## src/rtl/axil_weight_loader.sv

```systemverilog
// axil_weight_loader: AXI4-Lite write master that streams a record table from a
// synchronous source RAM into the MLP config slave, one write per record.
module axil_weight_loader #(
    parameter int C_M_AXI_DATA_WIDTH = 32,
    parameter int C_M_AXI_ADDR_WIDTH = 5,
    parameter int SRC_ADDR_WIDTH     = 10,
    parameter logic [C_M_AXI_ADDR_WIDTH-1:0] ADDR_WEIGHT = 5'h00,
    parameter logic [C_M_AXI_ADDR_WIDTH-1:0] ADDR_BIAS   = 5'h04,
    parameter logic [C_M_AXI_ADDR_WIDTH-1:0] ADDR_LAYER  = 5'h10,
    parameter logic [C_M_AXI_ADDR_WIDTH-1:0] ADDR_NEURON = 5'h14
) (
    input  logic                            clk,
    input  logic                            rst,
    input  logic                            start,
    input  logic [SRC_ADDR_WIDTH:0]         num_records,
    output logic                            busy,
    output logic                            done,
    output logic                            err,
    output logic [SRC_ADDR_WIDTH:0]         records_sent,
    output logic                            src_rd_en,
    output logic [SRC_ADDR_WIDTH-1:0]       src_addr,
    input  logic [C_M_AXI_DATA_WIDTH+1:0]   src_data,
    output logic [C_M_AXI_ADDR_WIDTH-1:0]   m_axi_awaddr,
    output logic [2:0]                      m_axi_awprot,
    output logic                            m_axi_awvalid,
    input  logic                            m_axi_awready,
    output logic [C_M_AXI_DATA_WIDTH-1:0]   m_axi_wdata,
    output logic [C_M_AXI_DATA_WIDTH/8-1:0] m_axi_wstrb,
    output logic                            m_axi_wvalid,
    input  logic                            m_axi_wready,
    input  logic [1:0]                      m_axi_bresp,
    input  logic                            m_axi_bvalid,
    output logic                            m_axi_bready
);

    typedef enum logic [2:0] {
        S_IDLE,
        S_FETCH,
        S_LATCH,
        S_WRITE,
        S_RESP,
        S_FIN
    } state_t;

    localparam logic [1:0]              BRESP_OKAY  = 2'b00;
    localparam logic [SRC_ADDR_WIDTH:0] MAX_RECORDS = {1'b1, {SRC_ADDR_WIDTH{1'b0}}};

    state_t                          state;
    state_t                          state_next;
    logic [SRC_ADDR_WIDTH:0]         num_latched;
    logic [SRC_ADDR_WIDTH:0]         num_clamped;
    logic [SRC_ADDR_WIDTH:0]         sent_inc;
    logic [C_M_AXI_ADDR_WIDTH-1:0]   rec_addr;
    logic                            zero_start;
    logic                            aw_fire;
    logic                            w_fire;
    logic                            b_fire;
    logic                            aw_fin;
    logic                            w_fin;

    assign m_axi_awprot = '0;
    assign m_axi_wstrb  = '1;

    // Handshake qualifiers, record-count arithmetic and record-type address decode
    always_comb begin
        aw_fire     = m_axi_awvalid & m_axi_awready;
        w_fire      = m_axi_wvalid & m_axi_wready;
        b_fire      = (state == S_RESP) & m_axi_bvalid;
        // A channel is finished once its valid has dropped or it handshakes this cycle
        aw_fin      = ~m_axi_awvalid | aw_fire;
        w_fin       = ~m_axi_wvalid | w_fire;
        sent_inc    = records_sent + 1'b1;
        zero_start  = (state == S_IDLE) && start && (num_records == '0);
        num_clamped = (num_records > MAX_RECORDS) ? MAX_RECORDS : num_records;
        case (src_data[C_M_AXI_DATA_WIDTH+1:C_M_AXI_DATA_WIDTH])
            2'd0:    rec_addr = ADDR_LAYER;
            2'd1:    rec_addr = ADDR_NEURON;
            2'd2:    rec_addr = ADDR_WEIGHT;
            default: rec_addr = ADDR_BIAS;
        endcase
    end

    // State register
    always_ff @(posedge clk or posedge rst) begin
        if (rst) begin
            state <= S_IDLE;
        end else begin
            state <= state_next;
        end
    end

    // Next-state decode plus the strobes that follow the state directly
    always_comb begin
        state_next   = state;
        src_rd_en    = 1'b0;
        m_axi_bready = 1'b0;
        case (state)
            S_IDLE: begin
                if (start && (num_records != '0)) begin
                    state_next = S_FETCH;
                end
            end
            S_FETCH: begin
                src_rd_en  = 1'b1;
                state_next = S_LATCH;
            end
            S_LATCH: begin
                state_next = S_WRITE;
            end
            S_WRITE: begin
                if (aw_fin && w_fin) begin
                    state_next = S_RESP;
                end
            end
            S_RESP: begin
                m_axi_bready = 1'b1;
                if (m_axi_bvalid) begin
                    if ((m_axi_bresp != BRESP_OKAY) || (sent_inc == num_latched)) begin
                        state_next = S_FIN;
                    end else begin
                        state_next = S_FETCH;
                    end
                end
            end
            S_FIN: begin
                state_next = S_IDLE;
            end
            default: begin
                state_next = S_IDLE;
            end
        endcase
    end

    // Load bookkeeping, status flags and the AW/W channel registers
    always_ff @(posedge clk or posedge rst) begin
        if (rst) begin
            busy          <= 1'b0;
            done          <= 1'b0;
            err           <= 1'b0;
            records_sent  <= '0;
            src_addr      <= '0;
            num_latched   <= '0;
            m_axi_awaddr  <= '0;
            m_axi_wdata   <= '0;
            m_axi_awvalid <= 1'b0;
            m_axi_wvalid  <= 1'b0;
        end else begin
            // done is high during FIN, or one cycle after a zero-length start
            done <= zero_start || (state_next == S_FIN);
            case (state)
                S_IDLE: begin
                    if (start && (num_records != '0)) begin
                        busy         <= 1'b1;
                        err          <= 1'b0;
                        records_sent <= '0;
                        src_addr     <= '0;
                        num_latched  <= num_clamped;
                    end
                end
                S_LATCH: begin
                    m_axi_awaddr  <= rec_addr;
                    m_axi_wdata   <= src_data[C_M_AXI_DATA_WIDTH-1:0];
                    m_axi_awvalid <= 1'b1;
                    m_axi_wvalid  <= 1'b1;
                end
                S_WRITE: begin
                    if (aw_fire) begin
                        m_axi_awvalid <= 1'b0;
                    end
                    if (w_fire) begin
                        m_axi_wvalid <= 1'b0;
                    end
                end
                S_RESP: begin
                    if (b_fire) begin
                        records_sent <= sent_inc;
                        if (m_axi_bresp != BRESP_OKAY) begin
                            err <= 1'b1;
                        end
                        // src_addr only advances when another record follows, so it never wraps
                        if (state_next == S_FIN) begin
                            busy <= 1'b0;
                        end else begin
                            src_addr <= src_addr + 1'b1;
                        end
                    end
                end
                default: begin
                end
            endcase
        end
    end

endmodule

```

## config.mk

```make
export PLATFORM = sky130hd
export DESIGN_NAME = axil_weight_loader
export DESIGN_NICKNAME = d
export VERILOG_FILES = /design/src/rtl/axil_weight_loader.sv
export SDC_FILE = /design/constraint.sdc
export NUM_CORES = 1
export LEC_CHECK = 0
export ABC_CLOCK_PERIOD_IN_PS = 2300
export CORE_MARGIN = 1.5
export CORE_UTILIZATION = 41
export CTS_BUF_LIST = sky130_fd_sc_hd__clkbuf_16
export DETAILED_ROUTE_END_ITERATION = 16
export PLACE_DENSITY_LB_ADDON = 0.1
export SLEW_MARGIN = 20
export SYNTH_ARGS = -nofsm -noshare
export SYNTH_HDL_FRONTEND = slang
export SYNTH_SLANG_ARGS = --single-unit
```

## constraint.sdc

```tcl
create_clock -name clk -period 2.3 [get_ports clk]
set_input_delay 0.345 -clock clk [delete_from_list [all_inputs] [get_ports clk]]
set_output_delay 0.345 -clock clk [all_outputs]
set_load 0.05 [all_outputs]
```

Yosys cells after proc, flatten, opt, wreduce, memory -nomap -nowiden. Cells that the tools add are included. Widths: inputs -> output; s select.

Register bits: 77. Latch bits: 0. Memory bits (writable): 0. ROM bits: 0. Output and inout port bits: 72. Memories: 0.

$add $sub $neg: 2. Multipliers: 0. Divide/modulo/power cells: 0. Magnitude comparators: 1. Equal/unequal tests: 15. Shifts and indexed selects: 0. Muxes and demuxes: 28. Bitwise gates (word level): 7. Reduce and logical (&&, ||, !) cells: 20.

Operators by type and width (count): $mux 11 (3); $mux 10 (3); $pmux 11 s2 (1); $pmux 10 s2 (1); $pmux 3 s5 (1); $pmux 5 s3 (1); $mux 3 (4); $reduce_and 4->1 (3); $add 11x1->11 const B (1); $eq 11x11->1 (1); $gt 11x11->1 const B (1); $logic_not 11->1 (1); $reduce_bool 11->1 (1); $add 10x1->10 const B (1); $mux 1 (10); $ne 2x2->1 const B (4); $pmux 1 s2 (4); $eq 3x2->1 const B (2); $eq 3x3->1 const B (2); $ne 2x1->1 const B (3); $reduce_and 2->1 (3); $reduce_bool 2->1 (3); $logic_and 1x1->1 (4); $and 1x1->1 (3); 9 further kinds (12).

Logic depth before layout (Yosys ltp).
Word-level depth: 10. Mapped depth: 9.

Least setup slack after synthesis. Ideal clock, no wire load.

Path kind: register -> register. From: register records_sent[0]. To: register src_addr[9]. Setup time: 0.126 ns. Data arrival time: 2.488 ns. Required time: 2.174 ns. Slack: -0.314 ns. Stages on the path, launching flop included: 9. Path buffers: 0. Period minus slack after synthesis: 2.614 ns. Cells stage by stage: dfrtp_1 ha_1 nand3_1 nor3_2 and3_1 xnor2_1 nand4_2 and2_4 a221o_1.

Cells in the longest elaborated chain, start to end: 9.

Ends and longest elaborated chain: from (decl) (RTL line 19) `output logic [SRC_ADDR_WIDTH:0] records_sent,`; from (signal assigned) (RTL line 176) `records_sent <= sent_inc;`; $add 11x1->11 (RTL line 72) `sent_inc = records_sent + 1'b1;`; $eq 11x11->1 (RTL line 118) `if ((m_axi_bresp != BRESP_OKAY) || (sent_inc == num_latched)) begin`; $logic_or 1x1->1 (RTL line 118); $mux 3 (RTL line 118); $mux 3 (RTL line 117) `if (m_axi_bvalid) begin`; $pmux 3 s5 (RTL line 97) `case (state)`; $eq 3x3->1 (RTL line 181) `if (state_next == S_FIN) begin`; $ne 2x2->1 (no source line); $reduce_and 4->1 (no source line); to (signal assigned) (RTL line 184) `src_addr <= src_addr + 1'b1;`; to (decl) (RTL line 21) `output logic [SRC_ADDR_WIDTH-1:0] src_addr,`.

Every way passes these cells. A chain may end at the register's enable or synchronous reset.

Worst setup path after layout.
From: register records_sent[2]. To: register src_addr[5].

The elaborated chain is that of the path after synthesis.

==> results.yml <==
timing:
  final.min_clock_period_ns: 2.285
  finalHoldViolCount: 0
  hold_ws_ns: 0.4714
  setup_viol: 0
  fin_crit_sh_pct: 99.33
  maxSlewViolCount: 0
  finClkSkew_ns: 0.006535
  fin_tns_setup_ns: 0
  tightest_slew_ns: 0.5480
  timing.fmax_ghz: 0.4377
  slew_headroom_pct: 63.36
cells_and_area:
  syn_to_final_growth_pct: 55.20
  nFillCells: 659
  finalNonFillerCells: 583
  nets: 528
  final_area_um2: 5466
  drive_above_1_share_pct: 25.73
  antennaDiodeCount: 0
detailed_routing:
  wirelength_um: 8983
  drc: 0
  wire_per_inst_um: 15.41
  ant_nets: 0
  first_pass_iters: 4
  post_drt_via_cell_ratio: 5.117
  vias: 2983
  drt_iter0_drc: 147
worst_setup_path:
  cp_max_fo: 7
  reg2reg_from: "records_sent[2]$_DFFE_PP0P_"
  worst_setup_path_start_kind: "register"
  path_class: "register to register"
  cp_data_arrival_time_ns: 2.49
  cp.required_ns: 2.50
  end_kind: "register"
  startpoint: "records_sent[2]$_DFFE_PP0P_"
grt:
  grt_usage_pct: 20.33
  grt_antenna_before_repair: 0
  grt-ovfl-total: 0
  grt_max_degree: 75
  grt_first_pass_wirelength_um: 14300
  grt_pass1_vias: 2986
synth:
  synth_area_um2: 3522
  synth_warnings: 0
  synth_edf_count: 0
  syn_area_per_cell_um2: 10.74
  synth.distinct_cells: 50
  ys.flop_type: "dfrtp_1"
  seq_area_frac_synth_pct: 52.58
  synthArstFlopShare_pct: 100.0
  ys_seq_elements: 74
  netlist_instances: 328
power:
  powerDensity_nw_per_um2: 1342
  peakVddDrop_v: 0.0009097
  p_leak_uw: 0.002310
die:
  chipHeight_um: 95.69
  start_util_pct: 42.65
  core_area_um2: 8258
  die_x_um: 95.69
  dieArea_um2: 9156
  io-pin-count: 125
  num_rows: 33
clock_tree:
  numCtsBuffers: 9
  clkTransAtPathRegs_ns: 0.06
  clock-sinks: 74
  clockBufferDepth: 2
  cts-htree-levels: 3
  cts_tree: "yes"
  clk_latency_ns: 0.32
  clockRootBuffer: "clkbuf_16"
  postCtsHoldBufs: 0
hold_path:
  min_path_type: "input port to async pin"
placement:
  io_buffers: 114
  dp_hpwl_um: 6180
  dp_cells: 559
  place_area_um2: 4956
  place_congestion: 0.8690
job:
  drv_cap: 0
run_status:
  status: "finished clean"
-- per-stage QoR --
step / setup slack (ns) / total power, uW / util, %
final: 0.01543 / 7335 / 66.20
after global placement: 0.02584 / 5730 / 60.02
after global routing: -0.07038 / 7707 / 66.20
after CTS: 0.0003249 / 7332 / 64.26
after floorplan: 0.004470 / 4533 / -
after detailed placement: -0.007023 / 5775 / 60.02
-- path summary, 6_finish.rpt --
check	end	slack [ns]	depth (start not counted)
worst min-delay path	num_latched[2]$_DFFE_PP0P_	0.47	3
min in group clk	m_axi_wdata[25]$_DFFE_PP0P_	0.50	1
worst max register to register	src_addr[5]$_DFFE_PP0P_	0.02	7
worst min register to register	m_axi_wdata[25]$_DFFE_PP0P_	0.50	1
worst max-delay path	src_addr[5]$_DFFE_PP0P_	0.02	7
max in group asynchronous	records_sent[3]$_DFFE_PP0P_	1.47	3
-- cells in the mapped netlist (3+ instances only) --
master    count  area, um^2
dfrtp_1      74        1852
and3_1        8       50.05
o22a_1        4       35.03
xor2_1        3       26.28
nor3_1        4       20.02
xnor2_1      11       96.34
nand3_1      10       50.05
nor2_1       18       67.56
a21oi_1       8       40.04
buf_4        10       75.07
clkbuf_1      9       33.78
mux2_2       34       382.9
nand4_1       3       18.77
o31ai_1       3       22.52
nand2b_1      9       56.30
nand2_1      33       123.9
a221o_1       3       30.03
inv_1         8       30.03
o21ai_0      35       175.2
-- power breakdown --
group	leakage, uW	internal, uW	switching, uW
logic	0.00124	1490	2280
registers	0.000920	1780	297
clock network	0.000151	947	535
-- routing by layer --
metal,GRT usage (%),share of wire (%)
met2,32.10,48
met4,4.902,1.0
met1,25.87,42
met3,8.373,8.6
met5,0,0
-- placed cells by master (no fill, tap or decap), types with 3 or more instances in the layout --
| cell | instances |
|---|---|
| a221o_1 | 3 |
| o31ai_1 | 3 |
| xnor2_1 | 9 |
| clkinvlp_4 | 3 |
| nand3_1 | 8 |
| nand2b_1 | 9 |
| a21oi_1 | 8 |
| nor2_1 | 16 |
| o21ai_0 | 34 |
| and3_4 | 3 |
| clkdlybuf4s50_1 | 112 |
| buf_4 | 29 |
| nand2_1 | 33 |
| clkbuf_16 | 9 |
| xor2_1 | 3 |
| dfrtp_2 | 7 |
| conb_1 | 10 |
| nand4_1 | 3 |
| o22a_1 | 4 |
| dfrtp_1 | 67 |
| and3_1 | 7 |
| mux2_2 | 34 |
| inv_1 | 7 |
-- flip-flops by register name, summed over array words and instances, names as in the netlist --
name	flops
busy	1
err	1
m_axi_awvalid	1
state	3
m_axi_awaddr	2
m_axi_wvalid	1
m_axi_wdata	32
src_addr	10
done	1
num_latched	11
records_sent	11
-- kinds of logic after synthesis --
logic type	after synthesis	share of synthesized area, %
other cells	2	0.2132
buf+inv	29	4.192
fa+ha+maj	2	0.7104
mux	34	10.87
compound gates	67	12.04
simple gates	106	15.91
flops	74	52.58
xor+xnor	14	3.481
-- final cells by class --
type                       instances  area, um^2  area share (%)
sequential                        74        1861           34.04
multi-input combinational        234        1717           31.40
timing repair buffer             145        1401           25.64
clock buffer                       9       225.2           4.120
tap                              105       131.4           2.403
clock inverter                     7       93.84           1.717
inverter                           9       37.54          0.6867
-- critical path, stage by stage (launching register included) --
cell and delay, ns:
dfrtp_2 0.45, and3_4 0.21, a31oi_2 0.27, a2111oi_4 0.10
a2111oi_4 0.43, nand4_4 0.19, and2_4 0.21, a221o_1 0.29
-- repair_timing --
| item | in CTS | in global routing |
|---|---|---|
| resized for setup | 3 | 18 |
| gates cloned | 0 | 1 |
| pin swaps | 9 | 10 |
| setup buffers | 3 | 4 |
| setup endpoints to repair | 3 | 12 |
Power figures use the tool's default switching activity.
